**config.mk**
```make
export PLATFORM = sky130hd
export DESIGN_NAME = demux1_4_if_top
export DESIGN_NICKNAME = d
export VERILOG_FILES = /design/src/rtl/demux_pkg.sv /design/src/rtl/demux_sat_cnt.sv /design/src/rtl/demux1_4_if_top.sv
export SDC_FILE = /design/constraint.sdc
export NUM_CORES = 1
export LEC_CHECK = 0
export CORE_AREA = 2 2 39 41
export DETAILED_ROUTE_END_ITERATION = 7
export DIE_AREA = 0 0 41 43
export DONT_BUFFER_PORTS = 1
export PLACE_DENSITY = 0.3
export SLEW_MARGIN = 20
export SYNTH_ARGS = -nofsm -noshare
export SYNTH_HDL_FRONTEND = slang
export SYNTH_SLANG_ARGS = --single-unit
export TNS_END_PERCENT = 1
```
**constraint.sdc**
```tcl
create_clock -name clk -period 1.5 [get_ports clk]
set_clock_uncertainty 0.15 [all_clocks]
set_input_delay 0.225 -clock clk [delete_from_list [all_inputs] [get_ports clk]]
set_output_delay 0.225 -clock clk [all_outputs]
set_load 0.01 [all_outputs]
```
**src/rtl/demux_pkg.sv**
```systemverilog
// rtl/demux_pkg.sv - shared constants and types for the 1-to-4 demux
package demux_pkg;
  localparam int N_OUT = 4;
  localparam int SEL_W = 2;
  localparam int CNT_W = 8;

  typedef logic [SEL_W-1:0] sel_t;
  typedef logic [CNT_W-1:0] cnt_t;
endpackage

```
**src/rtl/demux_sat_cnt.sv**
```systemverilog
// rtl/demux_sat_cnt.sv - 8-bit saturating hit counter with async active-high reset
module demux_sat_cnt
  import demux_pkg::*;
(
  input  logic             clk,
  input  logic             rst,
  input  logic             i_inc,
  output logic [CNT_W-1:0] o_cnt
);

  cnt_t r_cnt;

  // Holds at all-ones instead of wrapping.
  always_ff @(posedge clk or posedge rst) begin
    if (rst) begin
      r_cnt <= '0;
    end else if (i_inc && (r_cnt != {CNT_W{1'b1}})) begin
      r_cnt <= r_cnt + 1'b1;
    end
  end

  assign o_cnt = r_cnt;

endmodule

```
**src/rtl/demux1_4_if_top.sv**
```systemverilog
// rtl/demux1_4_if_top.sv - registered 1-to-4 demux; DEMUX_HIT_CNT_EN adds per-lane hit counters
module demux1_4_if_top
  import demux_pkg::*;
#(
  parameter int DATA_W = 1
)
(
  input  logic                    clk,
  input  logic                    rst,
  input  logic [DATA_W-1:0]       X,
  input  logic [SEL_W-1:0]        sel,
  output logic [N_OUT*DATA_W-1:0] Y
`ifdef DEMUX_HIT_CNT_EN
  ,
  output logic [N_OUT*CNT_W-1:0]  hit_cnt
`endif
);

  logic [N_OUT*DATA_W-1:0] w_y_next;
  logic [N_OUT*DATA_W-1:0] r_y;

  // Final else also absorbs an unknown sel, steering X to lane 3.
  always_comb begin
    w_y_next = '0;
    if (sel == 2'd0) begin
      w_y_next[0*DATA_W +: DATA_W] = X;
    end else if (sel == 2'd1) begin
      w_y_next[1*DATA_W +: DATA_W] = X;
    end else if (sel == 2'd2) begin
      w_y_next[2*DATA_W +: DATA_W] = X;
    end else begin
      w_y_next[3*DATA_W +: DATA_W] = X;
    end
  end

  always_ff @(posedge clk or posedge rst) begin
    if (rst) begin
      r_y <= '0;
    end else begin
      r_y <= w_y_next;
    end
  end

  assign Y = r_y;

`ifdef DEMUX_HIT_CNT_EN
  // A lane is hit exactly when its next value is nonzero.
  for (genvar k = 0; k < N_OUT; k++) begin : g_cnt
    logic w_hit;
    assign w_hit = |w_y_next[k*DATA_W +: DATA_W];

    demux_sat_cnt u_cnt (
      .clk   (clk),
      .rst   (rst),
      .i_inc (w_hit),
      .o_cnt (hit_cnt[k*CNT_W +: CNT_W])
    );
  end
`endif

endmodule

```
==> flow_metrics.tcl <==
set metrics [dict create \
    core-area_sq_mm 0.00138 \
    cts_buffer_depth 2 \
    synth.distinct_cells 5 \
    postSynthAreaPerCell_sq_um 15.7 \
    report.final.slew_viol_count 0 \
    drive_gt1_share_pct 31.3 \
    place.port_buffers 0 \
    path_depth 0 \
    synth_nets 14 \
    drtPass1Iterations 1 \
    synth_area_leaders "dfrtp_1 71%, and3b_1 12%, nor3b_2 8.8%" \
    powerDensity_mw_per_mm2 1170 \
    gp_congestion 0.551 \
    rows 14 \
    hold_class "primary input to register" \
    critPathRequiredTime_ns 1.12 \
    antenna_found_initial 0 \
    synthAdderAreaFrac_pct 0 \
    root_buffer "clkbuf_4" \
    synth_top_family_by_area "simple AND/OR/NAND/NOR gates" \
    synthMuxAreaShare_pct 0 \
    crit_fanout 1 \
    track_usage_pct 4.82 \
    relSlewSlack_pct 90.6 \
    hold_depth 1 \
    htreeDepth 1 \
    cts_inserted_buffers 3 \
    rsz0062_at_grt "false" \
    grt_pass1_vias 120 \
    finalCritPeriodShare_pct 66.9 \
    finalPower_mw 0.261 \
    yosysTopAreaCell "dfrtp_1" \
    synth.top_cell.area_share_pct 70.8 \
    path_class "register to primary output" \
    synth_simple_gate_area_share_pct 26.5 \
    cts_setup_buffers 0 \
    synth_compound_area_share_pct 0 \
    syn_to_final_growth_pct 58.4 \
    largest_reg_flops 4 \
    grt_max_degree 5 \
    grt_overflow 0 \
    dr.first_iter.drc_count 0 \
    drt-total-wl_microns 297 \
    cts_resized 0 \
    multiInputGateArea_sq_um 37.5 \
    cts_tree "done" \
    final_cell_mix "4 x dfrtp_1, 4 x dlygate4sd3_1, 3 x clkbuf_4" \
    hold_viol 0 \
    io_pins 9 \
    clkTransAtPathRegs_ns 0.04 \
    post_drt_wl_per_cell_microns 9.28 \
    final-seq-area_sq_um 100 \
    synthXorXnorAreaFrac_pct 0 \
    fmax_ghz 0.997 \
    nets 23 \
    ant_nets 0 \
    cts.sinks 4 \
    finish.utilization_pct 16.2 \
    syn-cell-area_sq_um 141 \
    setup_viol 0 \
    viasPerCell 2.94 \
    num_vias 94 \
    end_kind "primary output" \
    fp.dieW_microns 41 \
    grt_pass1_wl_microns 427 \
    arrival_ns 0.63 \
    fin_crit_ns 1.00 \
    worstMarginPinSlew_ns 0.141 \
    synthCells 9 \
    tns_ns 0 \
    diodes 0 \
    die_area_sq_mm 0.00176 \
    status "complete, no violations" \
    ys_ff_latch 4 \
    synth-seq-area-share_pct 70.8 \
    maxCapViolCount 0 \
    start_util_pct 10.2 \
    synth_warnings 0 \
    crit_path_start_kind "register" \
    peakVddDrop_mv 0.162 \
    die_h_microns 43 \
    nFillCells 149 \
    drc 0 \
    power.leakage_nw 0.112 \
]
[through the flow]
step                      cells  hold WS, ns  instance area [sq um]  setup slack (ns)
after global routing         32       0.0208                    224             0.474
after CTS                    32      0.00754                    224             0.486
after detailed placement     25       -0.146                    161             0.737
after global placement       25       -0.154                    161             0.744
final                        32       0.0124                    224             0.497
after floorplan               9       -0.159                    141             0.749
[repair_timing]
item,in CTS,in global routing
endpoints found under the setup margin,0,0
hold endpoints to repair,5,0
hold buffers,4,0
[per-layer routing]
layer	GRT usage (%)	routed length, microns	vias to the layer above
li1	-	-	44
met1	3.22	108	40
met2	4.06	104	10
met3	8.38	85	0
met4	6.00	0	0
met5	0	0	-
[Yosys cell counts]
master	n
and3_2	1
and3b_1	2
dfrtp_1	4
inv_1	1
nor3b_2	1
[cells by family after synthesis]
group,count (synthesis)
flops,4
simple gates,4
buf+inv,1
[final timing paths]
check,endpoint,slack [ns],start
worst max-delay path,Y[3],0.50,Y[3]
worst min-delay path,Y[1],0.01,sel[0]
max in group asynchronous,Y[0],0.90,rst
min in group asynchronous,Y[2],0.16,rst
[where the power goes]
| part | switching [mW] | internal [mW] |
|---|---|---|
| Combinational | 0.00452 | 0.0106 |
| Clock | 0.0402 | 0.0892 |
| Sequential | 0.00383 | 0.113 |
[cell type report]
| type | count | share of cell area, % |
|---|---|---|
| Sequential cell | 4 | 44.7 |
| Timing Repair Buffer | 4 | 17.9 |
| Multi-Input combinational cell | 4 | 16.8 |
| Clock buffer | 3 | 10.1 |
| Tap cell | 16 | 8.94 |
| Inverter | 1 | 1.68 |
Power figures use the tool's default switching activity.
